$ cat config.mk
export PLATFORM = sky130hd
export DESIGN_NAME = conv_layer_sequencer
export DESIGN_NICKNAME = d
export VERILOG_FILES = /design/src/rtl/conv_layer_sequencer.sv
export SDC_FILE = /design/constraint.sdc
export NUM_CORES = 1
export LEC_CHECK = 0
export CAP_MARGIN = 20
export CORE_AREA = 3 3 64 81
export DETAILED_ROUTE_END_ITERATION = 16
export DIE_AREA = 0 0 67 84
export GPL_TIMING_DRIVEN = 0
export PLACE_DENSITY = 0.55
export SLEW_MARGIN = 20
export SYNTH_ARGS = -nofsm -noshare
export SYNTH_HDL_FRONTEND = slang
export SYNTH_SLANG_ARGS = --single-unit
$ cat constraint.sdc
create_clock -name CLK -period 1.35 [get_ports CLK]
set_input_delay 0.405 -clock CLK [delete_from_list [all_inputs] [get_ports CLK]]
set_output_delay 0.405 -clock CLK [all_outputs]
set_load 0.02 [all_outputs]
$ cat src/rtl/conv_layer_sequencer.sv
// Sequencer for one convolution layer pass: launches the indexing module, delay-matches MAC and
// feature-RAM controls, drains the pipeline and pulses done. Watchdog enabled by CONV_SEQ_WDOG_EN.
module conv_layer_sequencer #(
  parameter int unsigned ADDR_W   = 5,
  parameter int unsigned RD_LAT   = 1,
  parameter int unsigned MAC_LAT  = 2,
  parameter int unsigned N_OFMAP  = 16,
  parameter int unsigned WDOG_CYC = 64
) (
  input  logic              CLK,
  input  logic              RST,
  input  logic              start,
  input  logic              Load_done,
  input  logic              Whole_done,
  input  logic              IMAGE_RAM_EN,
  input  logic              FILTER_RAM_EN,
  input  logic [ADDR_W-1:0] FEATURE_RAM_ADDR,
  output logic              Index_start,
  output logic              busy,
  output logic              mac_en,
  output logic              mac_clr,
  output logic              FEATURE_WE,
  output logic [ADDR_W-1:0] FEATURE_WADDR,
  output logic              done,
  output logic              err
);

  localparam int unsigned PipeLat  = RD_LAT + MAC_LAT;
  localparam int unsigned LdW      = PipeLat + 1;
  localparam int unsigned DrainCnt = PipeLat + 1;
  localparam int unsigned DrnW     = $clog2(DrainCnt + 1);
  localparam int unsigned CntW     = ($clog2(N_OFMAP + 2) > 5) ? $clog2(N_OFMAP + 2) : 5;
  localparam logic [CntW-1:0] NOfmap = CntW'(N_OFMAP);
  localparam logic [CntW-1:0] NSat   = CntW'(N_OFMAP + 1);

  if (RD_LAT < 1 || RD_LAT > 4 || MAC_LAT < 1 || MAC_LAT > 4 || WDOG_CYC < 1) begin : g_param_chk
    $error("conv_layer_sequencer: parameter out of range");
  end

  typedef enum logic [2:0] {StIdle, StKick, StRun, StDrain, StFin} state_e;

  state_e            state_q, state_d;
  logic [DrnW-1:0]   drain_q, drain_d;
  logic [CntW-1:0]   wcnt_q, wcnt_d;
  logic              err_q, err_d;
  logic              first_q, first_d;
  logic              index_start_q, index_start_d;
  logic              busy_q, busy_d;
  logic              done_q, done_d;
  logic [RD_LAT-1:0] tap_sr_q, tap_sr_d;
  logic [LdW-1:0]    ld_sr_q, ld_sr_d;
  logic [ADDR_W-1:0] addr_sr_q [PipeLat];
  logic [ADDR_W-1:0] addr_sr_d [PipeLat];
  logic              gate_in, tap, ld, whole;

`ifdef CONV_SEQ_WDOG_EN
  localparam int unsigned WdW = $clog2(WDOG_CYC + 1);
  localparam logic [WdW-1:0] WdogLim = WdW'(WDOG_CYC);
  logic [WdW-1:0] wd_q, wd_d;
  logic           ign_q, ign_d;
  // After a watchdog trip, indexing inputs are dropped until the next accepted start.
  assign gate_in = ~ign_q;
`else
  assign gate_in = 1'b1;
`endif

  assign tap   = IMAGE_RAM_EN & FILTER_RAM_EN & gate_in;
  assign ld    = Load_done & gate_in;
  assign whole = Whole_done & gate_in;

  assign mac_en        = tap_sr_q[RD_LAT-1];
  assign FEATURE_WE    = ld_sr_q[PipeLat-1];
  assign FEATURE_WADDR = addr_sr_q[PipeLat-1];
  assign mac_clr       = ld_sr_q[PipeLat] | (first_q & mac_en);
  assign Index_start   = index_start_q;
  assign busy          = busy_q;
  assign done          = done_q;
  assign err           = err_q;

  always_comb begin
    state_d  = state_q;
    drain_d  = drain_q;
    err_d    = err_q;
    first_d  = first_q & ~mac_en;
    wcnt_d   = wcnt_q;
`ifdef CONV_SEQ_WDOG_EN
    wd_d     = wd_q;
    ign_d    = ign_q;
`endif
    tap_sr_d = RD_LAT'({tap_sr_q, tap});
    ld_sr_d  = LdW'({ld_sr_q, ld});
    addr_sr_d[0] = ld ? FEATURE_RAM_ADDR : '0;
    for (int i = 1; i < PipeLat; i++) begin
      addr_sr_d[i] = addr_sr_q[i-1];
    end
    if (FEATURE_WE && (wcnt_q != NSat)) begin
      wcnt_d = wcnt_q + 1'b1;
    end

    unique case (state_q)
      StIdle: begin
        if (start) begin
          state_d = StKick;
          err_d   = 1'b0;
          wcnt_d  = '0;
          first_d = 1'b1;
`ifdef CONV_SEQ_WDOG_EN
          ign_d   = 1'b0;
`endif
        end
      end
      StKick: begin
        state_d = StRun;
`ifdef CONV_SEQ_WDOG_EN
        wd_d    = WdW'(1);
`endif
      end
      StRun: begin
        if (whole) begin
          // The Whole_done cycle itself counts as the first drain cycle.
          state_d = StDrain;
          drain_d = DrnW'(PipeLat);
        end
`ifdef CONV_SEQ_WDOG_EN
        else if (ld) begin
          wd_d = WdW'(1);
        end else if ((wd_q + 1'b1) == WdogLim) begin
          err_d   = 1'b1;
          ign_d   = 1'b1;
          state_d = StDrain;
          drain_d = DrnW'(DrainCnt);
        end else begin
          wd_d = wd_q + 1'b1;
        end
`endif
      end
      StDrain: begin
        if (drain_q <= DrnW'(1)) begin
          state_d = StFin;
        end else begin
          drain_d = drain_q - 1'b1;
        end
      end
      StFin: begin
        state_d = StIdle;
        if (wcnt_q != NOfmap) begin
          err_d = 1'b1;
        end
      end
      default: state_d = StIdle;
    endcase

    index_start_d = (state_d == StKick);
    busy_d        = (state_d == StKick) || (state_d == StRun) || (state_d == StDrain);
    done_d        = (state_d == StFin);
  end

  always_ff @(posedge CLK) begin
    if (RST) begin
      state_q       <= StIdle;
      drain_q       <= '0;
      wcnt_q        <= '0;
      err_q         <= 1'b0;
      first_q       <= 1'b0;
      index_start_q <= 1'b0;
      busy_q        <= 1'b0;
      done_q        <= 1'b0;
      tap_sr_q      <= '0;
      ld_sr_q       <= '0;
      addr_sr_q     <= '{default: '0};
`ifdef CONV_SEQ_WDOG_EN
      wd_q          <= '0;
      ign_q         <= 1'b0;
`endif
    end else begin
      state_q       <= state_d;
      drain_q       <= drain_d;
      wcnt_q        <= wcnt_d;
      err_q         <= err_d;
      first_q       <= first_d;
      index_start_q <= index_start_d;
      busy_q        <= busy_d;
      done_q        <= done_d;
      tap_sr_q      <= tap_sr_d;
      ld_sr_q       <= ld_sr_d;
      addr_sr_q     <= addr_sr_d;
`ifdef CONV_SEQ_WDOG_EN
      wd_q          <= wd_d;
      ign_q         <= ign_d;
`endif
    end
  end

endmodule

Yosys cells after proc, flatten, opt, wreduce, memory -nomap -nowiden
Cells that the tools add are included.
{"block": "word_totals", "reg_bits": 36, "latch_bits": 0, "ram_bits": 0, "rom_bits": 0, "in_bits": 12, "output_inout_bits": 12, "wordCells": 60, "memories": 0}
{"block": "op_classes", "addsub": 2, "multipliers": 0, "div_mod_pow": 0, "order_cmp": 1, "eq_ne": 14, "n_shift": 0, "mux": 15, "bitwise": 6, "n_reduce_logical": 9}
{"op": "$mux W3", "count": 5}
{"op": "$mux W5", "count": 3}
{"op": "$eq A3 B2 Y1 const B", "count": 4}
{"op": "$pmux W3 S4", "count": 1}
{"op": "$ne A5 B5 Y1 const B", "count": 2}
{"op": "$ne A2 B2 Y1 const B", "count": 4}
{"op": "$eq A3 B1 Y1 const B", "count": 2}
{"op": "$eq A3 B3 Y1 const B", "count": 2}
{"op": "$pmux W3 S2", "count": 1}
{"op": "$reduce_and A3 Y1", "count": 2}
{"op": "$add A5 B1 Y5 const B", "count": 1}
{"op": "$mux W1", "count": 4}
{"op": "$reduce_bool A2 Y1", "count": 2}
{"op": "$and A1 B1 Y1", "count": 3}
{"op": "$le A3 B1 Y1 const B", "count": 1}
{"op": "$logic_not A3 Y1", "count": 1}
{"op": "$sub A3 B1 Y3 const B", "count": 1}
{"op": "$logic_or A1 B1 Y1", "count": 2}
{"op": "$not A1 Y1", "count": 2}
{"op": "$pmux W1 S2", "count": 1}
{"op": "$reduce_or A2 Y1", "count": 1}
{"op": "$logic_and A1 B1 Y1", "count": 1}
{"op": "$or A1 B1 Y1", "count": 1}

Logic depth before layout (Yosys ltp)
Gate-level depths: netlist of the first run.
{"block": "logic_depth", "word_depth": 6, "ltp_mapped": 6, "depth_no_buf": 6}

Least setup slack after synthesis of the first run
Ideal clock, no wire load.
{"block": "synth_path", "path_type": "reg-to-reg", "startpoint": "register drain_q[1]", "endpoint": "register state_q[0]", "setup_ns": 0.115, "arrival_time_ns": 1.364, "required_time_ns": 1.235, "slack_ns": -0.129, "stages_incl_launch_ff": 7, "path_buffers": 0, "synth_period_minus_slack_ns": 1.479, "cell_sequence": "dfxtp_1 -> inv_1 -> ha_1 -> o21bai_1 -> a21oi_1 -> nor2_1 -> a2111oi_0"}
{"block": "synth_via", "elab_chain_cells": 3}
{"element": "start: declaration", "line": "43", "text": "logic [DrnW-1:0] drain_q, drain_d;"}
{"element": "start signal: assignment", "line": "177", "text": "drain_q <= drain_d;"}
{"element": "$le A3 B1 Y1", "line": "138", "text": "if (drain_q <= DrnW'(1)) begin"}
{"element": "$mux W3", "line": "138"}
{"element": "$pmux W3 S4", "line": "100", "text": "unique case (state_q)"}
{"element": "end signal: assignment", "line": "160", "text": "state_q <= StIdle;"}
{"element": "end signal: assignment", "line": "176", "text": "state_q <= state_d;"}
{"element": "end: declaration", "line": "42", "text": "state_e state_q, state_d;"}
Every way passes these cells.
A chain may end at the register's enable or synchronous reset.

Worst setup path after layout of the first run
Same ends and word-level chain as after synthesis.

==> metrics.csv, run 1 <==
stage,metric,value,unit
sta,slew_viol_final,0,
setup_path,crit_required,1.52,ns
setup_path,rr_worst_depth,6,
setup_path,path_cells,inv_4 > ha_4 > o21bai_4 > a21oi_2 > nor2_1 > a2111oi_1,
setup_path,start_kind,register,
route,drt_iter0_markers,32,
setup_path,worst-path-max-fanout,3,
logic_synthesis,synth_ff_type,dfxtp_1,
clock_network,cts_htree_levels,2,
power,power_density,1300,nW/um2
placement,port_buffers,23,
sta,tightest_slew,0.380,ns
logic_synthesis,ys_warn_count,0,
logic_synthesis,syn_nets,146,
route,topRoutingLayerUsed,met4,
clock_network,path_clk_slew,0.07,ns
logic_synthesis,syn_inst,129,
logic_synthesis,ys_async_sr_fraction,0,%
floorplanning,ios,24,
clock_network,tritoncts,done,
global_route,grt_pass1_vias,955,
cells_and_area,area_growth_syn_to_layout,36.2,%
logic_synthesis,synth_common_cells,"36 x dfxtp_1, 16 x nor2_1, 15 x nor2b_1, 10 x inv_1, 6 x a21oi_1",
route,wl_met1,951,um
hold_path,hold_end,addr_sr_d[1],
global_route,grt_pass1_wl,3.97,mm
sta,rsz0062_at_grt,yes,
setup_path,critical_path_class,reg2reg,
setup_path,worst-path-buf-inv,1,
hold_path,hp-start,addr_sr_d[6],
logic_synthesis,synth_most_common_cell,dfxtp_1,
route,first_pass_iters,4,
setup_path,ff2ff_setup_slack,-0.04,ns
floorplanning,num_rows,27,
clock_network,clkLatencyLatePin,0.28,ns
setup_path,timing.rr.start,drain_q[1],
floorplanning,dieHeight,84,um
route,ant_nets,0,
global_route,grt_max_degree,13,
run_status,status,"complete, but fails checks",
logic_synthesis,synth_top_area_share,54.8,%
logic_synthesis,yosysTopAreaCell,dfxtp_1,
cells_and_area,fillers,454,
cells_and_area,nets,180,
setup_path,max_stage_delay,0.36,ns
setup_path,cp_data_arrival_time,1.56,ns
route,routed_wl,2.43,mm
power,power,0.00234,W
logic_synthesis,synth_area_leaders,"dfxtp_1 55%, nor2b_1 7.1%, ha_1 4.8%, nor2_1 4.6%, inv_1 2.9%",
logic_synthesis,synth_area_per_cell,10.2,um2
floorplanning,die_width,67,um
placement,place.gp.congestion,0.763,
route,drc,0,
logic_synthesis,syn_area,1320,um2
floorplanning,die_area,5630,um2
setup_path,end_kind,register,
global_route,grt_antenna_before_repair,0,
sta,setup_violations,2,
sta,finalCritPeriodShare,103,%
route,wl_met2,1.24,mm
floorplanning,floorplan.initialDensity,29.5,%
global_route,grt_remaining_overflow,0,
route,wl_per_cell,10.9,um
run,maxCapViolCount,0,
cells_and_area,diodes,0,
logic_synthesis,ys_seq_area_share,54.8,%
sta,fmax,720,MHz
logic_synthesis,yosysUniqueCellTypes,30,
sta,fin_skew,0.00405,ns
power,peakVddDrop,0.431,mV
clock_network,cts_made_buffers,5,
setup_path,cpMaxStageDelayCell,dfxtp_4,
clock_network,cts-root-buf,clkbuf_8,
sta,setup_slack,-0.0381,ns
setup_path,worstSetupPathDepth,6,
setup_path,path_delay_family,compound AO/OA/AOI/OAI gates,
placement,dp_hpwl,1.72,mm
logic_synthesis,synth_enable_flop_cells,0,
hold_path,hp-class,reg2reg,
global_route,grt_usage,9.50,%
route,vias,969,
hold_path,min_path_cells,1,
clock_network,clockBufferDepth,2,
cells_and_area,layout-drive-gt1-share,19.5,%
clock_network,cts_num_sinks,36,
route,dr_wl_met3,146,um
sta,maxSlewHeadroom,74.7,%
setup_path,r2r_end,state_q[0],
sta,finalCriticalPeriod,1.39,ns
placement,pre_cts_ws,-0.368,ns
power,total_leakage_power,0.694,nW
sta,hold_viol,0,
floorplanning,coreArea,4460,um2
logic_synthesis,synth-seq-cells,36,
route,via_per_inst,4.36,
run_status,violations,setup timing,
[state kept, by name, indices dropped and copies added (netlist names), 3 cells and up]
register       flops
drain_q            3
addr_sr_d         10
wcnt_q             5
state_q            3
FEATURE_WADDR      5
ld_sr_q            4
[routing by layer]
layer / vias to the layer above / global-route usage (%)
met3: 7 / 3.50
met4: 0 / 7.20
met1: 446 / 8.77
li1: 493 / -
met5: - / 0
met2: 23 / 16.2
[cell families after synthesis]
family / count (synthesis) / share of synthesized area [%]
AND/OR/NAND/NOR: 54 / 23.1
flip-flops: 36 / 54.8
AO/OA/AOI/OAI: 17 / 10.6
buffers and inverters: 12 / 3.42
adder cells (fa/ha/maj): 5 / 4.75
XOR/XNOR: 4 / 2.66
multiplexers: 1 / 0.760
[final cells by class]
cell class	instances	area, um2	area share, %
Sequential cell	36	727	40.5
Multi-Input combinational cell	81	587	32.7
Timing Repair Buffer	27	246	13.7
Tap cell	58	72.6	4.05
Clock buffer	5	68.8	3.84
Clock inverter	3	42.5	2.37
Inverter	10	40.0	2.23
Buffer	2	8.76	0.488
[power breakdown]
| group | switching [W] | internal (W) | leakage (nW) | total (W) |
|---|---|---|---|---|
| registers | 0.0000359 | 0.00111 | 0.295 | 0.00114 |
| clock network | 0.000368 | 0.000546 | 0.0541 | 0.000914 |
| logic | 0.000145 | 0.000134 | 0.345 | 0.000279 |
[how the worst max path moves through the flow]
stage	from	endpoint	slack, ns
3_3_place_gp	RST	drain_q[0]	-0.37
6_report	drain_q[1]	state_q[0]	-0.04
4_1_cts	drain_q[1]	state_q[0]	-0.04
2_1_floorplan	drain_q[1]	drain_q[2]	-0.07
3_5_place_dp	RST	drain_q[0]	-0.37
5_1_grt	drain_q[1]	state_q[0]	-0.08
[cell usage in the layout (no fill, tap or decap), drive strengths merged, types with 2 or more instances in the layout]
cell           count
a2111oi            2
dfxtp             36
nand3b             2
nand4              3
nand2b             3
buf                6
clkdlybuf4s15      8
a21oi              6
nor2b             16
clkdlybuf4s50     11
nor2              16
and2               5
nor3               4
nand2              3
o21ai              2
inv               10
clkbuf             8
ha                 5
xnor2              3
[metrics by stage]
step                util [%]  cell area (um2)  hold slack [ns]  cells  setup TNS, ns
global route            40.2             1790            0.459    222         -0.274
detailed placement      37.0             1650            0.426    210          -8.03
finish                  40.2             1790            0.438    222        -0.0532
global placement        37.0             1650            0.420    210          -7.40
CTS                     40.1             1790            0.443    222        -0.0544
floorplan                  -             1350            0.414    129        -0.0781
[repair_timing]
action                                  CTS  global route
hold buffers                              0             0
setup buffers                             4             0
endpoints found under the setup margin   25            18
pin swaps                                 5             1
resized for setup                        27            12
(Power assumes the default switching activity.)
==> run 2: changes to the inputs <==
CORE_AREA = 3 3 53 67   (was 3 3 64 81)
DIE_AREA = 0 0 56 70   (was 0 0 67 84)
PLACE_DENSITY = 0.74   (was 0.55)
==> run 2 against run 1 <==
Compared with the run above: the flow still finishes with violations (setup timing); sequential share of layout area rose by 1.3 points; cell area fell by 2.2%; clock power fell by 16%; sequential cell count did not move; worst setup slack got worse by 0.0056 ns; largest power group unchanged; highest routed layer unchanged.
==> metrics.csv, run 2 (same netlist as run 1, synthesis figures left out) <==
stage,metric,value,unit,change
global_route,grt_pass1_vias,1011,,+5.9%
clock_network,holdBufCountCts,0,,unchanged
power,power,0.00219,W,-6.2%
placement,place.gp.congestion,0.767,,+0.54%
setup_path,critPathLaunch,drain_q[0],,
global_route,grt_usage,13.0,%,+3.5 points
setup_path,crit_required,1.59,ns,+0.07 ns
sta,rsz0062_at_grt,yes,,
run_status,violations,setup timing,,
power,peakVddDrop,0.998,mV,+130%
cells_and_area,final_common_cell,dfxtp_1,,
clock_network,clockBufferDepth,2,,unchanged
sta,setup_tns,-0.0952,ns,-0.0420 ns
placement,pre_cts_ws,-0.388,ns,-0.0195 ns
sta,setup_slack,-0.0437,ns,-0.00557 ns
route,drc,0,,unchanged
cells_and_area,area_growth_syn_to_layout,33.3,%,
cells_and_area,final_cells,203,,-8.6%
route,ant_nets,0,,unchanged
global_route,grt_pass1_wl,3.97,mm,+0.18%
clock_network,path_clk_slew,0.11,ns,+0.04 ns
sta,fmax,718,MHz,-0.40%
global_route,grt_antenna_before_repair,0,,unchanged
clock_network,cts_made_buffers,5,,unchanged
floorplanning,ios,24,,unchanged
global_route,grt_remaining_overflow,0,,unchanged
sta,hold_slack,0.444,ns,+0.00616 ns
clock_network,cts_num_sinks,36,,unchanged
power,power_density,1250,nW/um2,-4.1%
setup_path,start_kind,register,,
floorplanning,dieHeight,70,um,-17%
route,routed_wl,2.36,mm,-2.8%
floorplanning,floorplan.initialDensity,44.3,%,+15 points
sta,fin_skew,0.00149,ns,-0.00256 ns
sta,finalCritPeriodShare,103,%,+0.41 points
cells_and_area,layout.area.seq,733,um2,+0.86%
cells_and_area,layout-drive-gt1-share,28.7,%,+9.2 points
setup_path,cp_data_arrival_time,1.64,ns,+0.08 ns
route,via_per_inst,4.87,,+12%
cells_and_area,largest_reg_flops,10,,unchanged
floorplanning,die_width,56,um,-16%
setup_path,worst-path-max-fanout,4,,+1
placement,dp_hpwl,1.76,mm,+1.9%
setup_path,crit_end,drain_q[1],,
hold_path,hp-class,reg2reg,,
placement,dp_cells,188,,-10%
power,total_leakage_power,0.709,nW,+2.1%
sta,finalCriticalPeriod,1.39,ns,+0.00557 ns
clock_network,cts_htree_levels,2,,unchanged
sta,slew_viol_final,0,,unchanged
setup_path,end_kind,register,,
clock_network,clkLatencyLatePin,0.34,ns,+0.06 ns
floorplanning,coreArea,2970,um2,-33%
cells_and_area,fillers,259,,-43%
floorplanning,die_area,3920,um2,-30%
clock_network,tritoncts,done,,
route,first_pass_iters,4,,unchanged
clock_network,cts-root-buf,clkbuf_4,,
setup_path,rr_worst_depth,6,,unchanged
setup_path,r2r_end,drain_q[1],,
run_status,status,"complete, but fails checks",,
sta,setup_violations,4,,+2
cells_and_area,nets,183,,+1.7%
setup_path,ff2ff_setup_slack,-0.04,ns,about the same
cells_and_area,diodes,0,,unchanged
sta,maxSlewHeadroom,74.9,%,+0.22 points
route,drt_iter0_markers,17,,-47%
setup_path,critical_path_class,reg2reg,,
route,wl_per_cell,11.6,um,+6.2%
floorplanning,num_rows,22,,-19%
sta,tightest_slew,0.376,ns,-0.00323 ns
cells_and_area,multi_input_area,612,um2,+4.3%
sta,hold_viol,0,,unchanged
route,vias,988,,+2.0%
cells_and_area,layout_common_cells,"30 x dfxtp_1, 16 x nor2_1, 15 x nor2b_1",,
run,maxCapViolCount,0,,unchanged
setup_path,timing.rr.start,drain_q[0],,
placement,port_buffers,23,,unchanged
global_route,grt_max_degree,14,,+1
## run 2: worst max-delay path, stage by stage (launching register included)
cell      delay, ns
dfxtp_2        0.42
ha_4           0.15
o21bai_4       0.13
a21oi_2        0.08
buf_4          0.13
buf_4          0.12
a311oi_1       0.27
## run 2: metal layers
metal  vias up  global-route usage, %  part of all wire (%)  wire length (um)
met5         -                      0                     0                 0
li1        499                      -                     -                 -
met4         0                   8.71                   2.5                60
met3         5                   4.99                   5.0               117
met1       462                   11.3                    37               879
met2        22                   23.9                    55              1300
## run 2: worst min-delay path by stage
stage,startpoint,end,slack [ns],cells past startpoint
6_report,ld_sr_q[1],ld_sr_q[2],0.44,1
5_1_grt,ld_sr_q[0],ld_sr_q[1],0.47,1
4_1_cts,ld_sr_q[1],ld_sr_q[2],0.44,1
3_5_place_dp,addr_sr_d[3],FEATURE_WADDR[3],0.42,1
3_3_place_gp,ld_sr_q[0],ld_sr_q[1],0.42,1
2_1_floorplan,addr_sr_d[0],FEATURE_WADDR[0],0.41,1
## run 2: repair_timing
| item | in CTS | in global routing |
|---|---|---|
| setup endpoints to repair | 19 | 12 |
| pin swaps | 5 | 6 |
| setup buffers | 4 | 3 |
| gates resized for setup | 57 | 13 |
| gates cloned | 0 | 0 |
## run 2: report_power, final
| part | internal (W) | switching [W] |
|---|---|---|
| Sequential | 0.00111 | 0.0000368 |
| Combinational | 0.000138 | 0.000146 |
| Clock | 0.000395 | 0.000370 |
| Total | 0.00164 | 0.000553 |
## run 2: area by class of cell
type | instances | area share (%)
clock buffer | 5 | 2.14
timing repair buffer | 30 | 13.2
multi-input combinational | 81 | 34.9
clock inverter | 3 | 2.64
inverter | 10 | 2.28
buffer | 2 | 0.499
tap | 36 | 2.57
sequential | 36 | 41.8
## run 2: metrics by stage
step	area, um2	util, %
after global placement	1620	54.5
after detailed placement	1620	54.5
after global routing	1750	59.0
final	1750	59.0
after floorplan	1350	-
after CTS	1730	58.1
==> run 3: changes to the inputs <==
ABC_AREA = 1   (was not set)
CORE_AREA = 3 3 54 68   (was 3 3 53 67)
DIE_AREA = 0 0 57 71   (was 0 0 56 70)
PLACE_DENSITY = 0.71   (was 0.74)
clock period = 1.73 ns   (was 1.35 ns; I/O delays follow)
==> run 3 against run 2 <==
Compared with the run above: the flow now finishes without violations; combinational power down 42%; synthesized cell count up 26%; cell area up 1.2%; register-to-register slack better by 0.50 ns; first-iteration DRC count down 12%; wire length down 3.2%; sequential share of layout area down 1.2 points; core utilization down 2.9 points; sequential cell count unchanged; clock-buffer cell count up 2; critical endpoint is now busy.
==> metrics.csv, run 3 <==
stage,metric,value,unit,change
run_status,status,"finished, final reports clean",,
clock_network,holdBufCountCts,0,,unchanged
cells_and_area,layout_common_cells,"36 x dfxtp_1, 35 x inv_1, 30 x nor2_1",,
placement,dp_hpwl,1.78,mm,+1.1%
logic_synthesis,yosysTopAreaCell,dfxtp_1,,
logic_synthesis,yosysUniqueCellTypes,23,,-23%
setup_path,cp_data_arrival_time,1.17,ns,-0.47 ns
global_route,grt_usage,13.1,%,+0.12 points
route,wl_per_cell,9.87,um,-15%
setup_path,start_kind,register,,
hold_path,min_path_cells,2,,+1
logic_synthesis,synth_area_per_cell,8.34,um2,-18%
setup_path,crit_required,1.21,ns,-0.38 ns
sta,maxSlewHeadroom,68.7,%,-6.2 points
cells_and_area,largest_reg_flops,10,,unchanged
setup_path,max_stage_delay,0.59,ns,+0.17 ns
cells_and_area,nets,210,,+15%
clock_network,cts_made_buffers,5,,unchanged
power,peakVddDrop,0.990,mV,-0.76%
clock_network,path_clk_slew,0.07,ns,-0.04 ns
route,vias,1026,,+3.8%
floorplanning,die_width,57,um,+1.8%
logic_synthesis,synth_area_leaders,"dfxtp_1 53%, inv_1 9.7%, nor2_1 8.3%, nand2_1 5.2%, ha_1 4.6%",,
clock_network,cts_num_sinks,36,,unchanged
floorplanning,dieHeight,71,um,+1.4%
cells_and_area,postLayoutCoreUtil,56.1,%,-2.9 points
cells_and_area,diodes,0,,unchanged
cells_and_area,area_growth_syn_to_layout,30.5,%,
route,drt_iter0_markers,15,,-2
route,first_pass_iters,4,,unchanged
route,drc,0,,unchanged
logic_synthesis,syn_area,1360,um2,+3.3%
logic_synthesis,synth_common_cells,"36 x dfxtp_1, 35 x inv_1, 30 x nor2_1, 19 x nand2_1, 9 x nand3_1",,
setup_path,critical_path_class,reg2out,,
logic_synthesis,ys_seq_area_share,53.0,%,-1.8 points
sta,slew_viol_final,0,,unchanged
cells_and_area,multi_input_area,487,um2,-20%
clock_network,tritoncts,done,,
clock_network,cts_setup_buffers,0,,-4
logic_synthesis,syn_inst,163,,+26%
floorplanning,die_area,4050,um2,+3.2%
clock_network,cts_htree_levels,2,,unchanged
floorplanning,floorplan.initialDensity,43.0,%,-1.3 points
placement,dp_cells,223,,+19%
sta,tightest_slew,0.469,ns,+0.0928 ns
sta,setup_tns,0,ns,+0.0952 ns
logic_synthesis,synth_most_common_cell,dfxtp_1,,
power,power_density,1020,nW/um2,-18%
clock_network,clockBufferDepth,2,,unchanged
floorplanning,num_rows,23,,+4.5%
global_route,grt_max_degree,12,,-2
setup_path,worstSetupPathDepth,1,,-5
placement,place.gp.congestion,0.682,,-11%
sta,hold_slack,0.400,ns,-0.0445 ns
cells_and_area,layout.area.seq,721,um2,-1.7%
logic_synthesis,syn_nets,180,,+23%
run,maxCapViolCount,0,,unchanged
placement,port_buffers,23,,unchanged
sta,fmax,591,MHz,
route,ant_nets,0,,unchanged
setup_path,end_kind,output port,,
global_route,grt_pass1_wl,4.17,mm,+4.9%
floorplanning,coreArea,3170,um2,+6.5%
sta,fin_skew,0.00645,ns,+0.00496 ns
power,power,0.00182,W,-17%
logic_synthesis,ys_warn_count,0,,unchanged
logic_synthesis,synth_enable_flop_cells,0,,unchanged
sta,rsz0062_at_grt,no,,
sta,setup_violations,0,,-4
logic_synthesis,synth_top_area_share,53.0,%,-1.8 points
clock_network,clkLatencyLatePin,0.28,ns,-0.06 ns
sta,finalCritPeriodShare,97.7,%,
logic_synthesis,synth-seq-cells,36,,unchanged
setup_path,ff2ff_setup_slack,0.46,ns,+0.50 ns
power,total_leakage_power,0.930,nW,+31%
cells_and_area,fillers,293,,+13%
setup_path,cpMaxStageDelayCell,clkdlybuf4s50_1,,
setup_path,worst-path-max-fanout,1,,-3
logic_synthesis,ys_async_sr_fraction,0,%,unchanged
setup_path,path_cells,clkdlybuf4s50_1,,
hold_path,hp-class,reg2reg,,
setup_path,worst-path-buf-inv,1,,-1
clock_network,cts-root-buf,clkbuf_8,,
sta,hold_viol,0,,unchanged
cells_and_area,final_common_cell,dfxtp_1,,
global_route,grt_antenna_before_repair,0,,unchanged
cells_and_area,final_cells,231,,+14%
logic_synthesis,synth_ff_type,dfxtp_1,,
setup_path,rr_worst_depth,10,,+4
setup_path,path_delay_family,buffers and inverters,,
route,routed_wl,2.28,mm,-3.2%
route,via_per_inst,4.44,,-8.7%
floorplanning,ios,24,,unchanged
global_route,grt_remaining_overflow,0,,unchanged
cells_and_area,layout-drive-gt1-share,10.8,%,-18 points
global_route,grt_pass1_vias,1021,,+0.99%
sta,finalCriticalPeriod,1.69,ns,
## run 3: worst paths after layout
| kind | from | end |
|---|---|---|
| setup / recovery | busy | busy |
| hold / removal | addr_sr_d[8] | addr_sr_d[3] |
| setup reg to reg | wcnt_q[1] | wcnt_q[2] |
| hold reg to reg | addr_sr_d[8] | addr_sr_d[3] |
## run 3: what timing repair did
item,in CTS,in global routing
resized for setup,4,7
endpoints found under the setup margin,4,7
pin swaps,0,0
cloned,0,0
## run 3: cell type report
class | count | area share, %
clock buffer | 7 | 5.43
inverter | 38 | 8.17
buffer | 2 | 0.423
timing repair buffer | 23 | 13.7
sequential | 36 | 40.6
clock inverter | 1 | 1.69
multi-input combinational | 87 | 27.4
tap | 37 | 2.61
## run 3: cells by family after synthesis
kind of cell,synth area share (%)
AND/OR/NAND/NOR,24.4
buffers and inverters,11.2
flip-flops,53.0
AO/OA/AOI/OAI,4.23
adder cells (fa/ha/maj),4.60
XOR/XNOR,2.58
## run 3: power by group
part	total (W)	switching, W	internal [W]
Clock	0.000774	0.000266	0.000508
Combinational	0.000164	0.0000911	0.0000724
Sequential	0.000880	0.0000175	0.000863
## run 3: per-stage QoR
stage	cell area, um2	setup slack, ns
floorplan	1360	0.534
global placement	1640	-0.0184
detailed placement	1640	-0.0109
CTS	1760	0.00340
global route	1780	0.00707
finish	1780	0.0391
## run 3: per-layer routing
layer  share of wire, %  global-route usage, %  routed length [um]
met1                 41                   14.0                 940
met2                 53                   23.0                1210
met3                3.2                   2.74                  73
met4                2.5                   8.51                  58
met5                  0                      0                   0
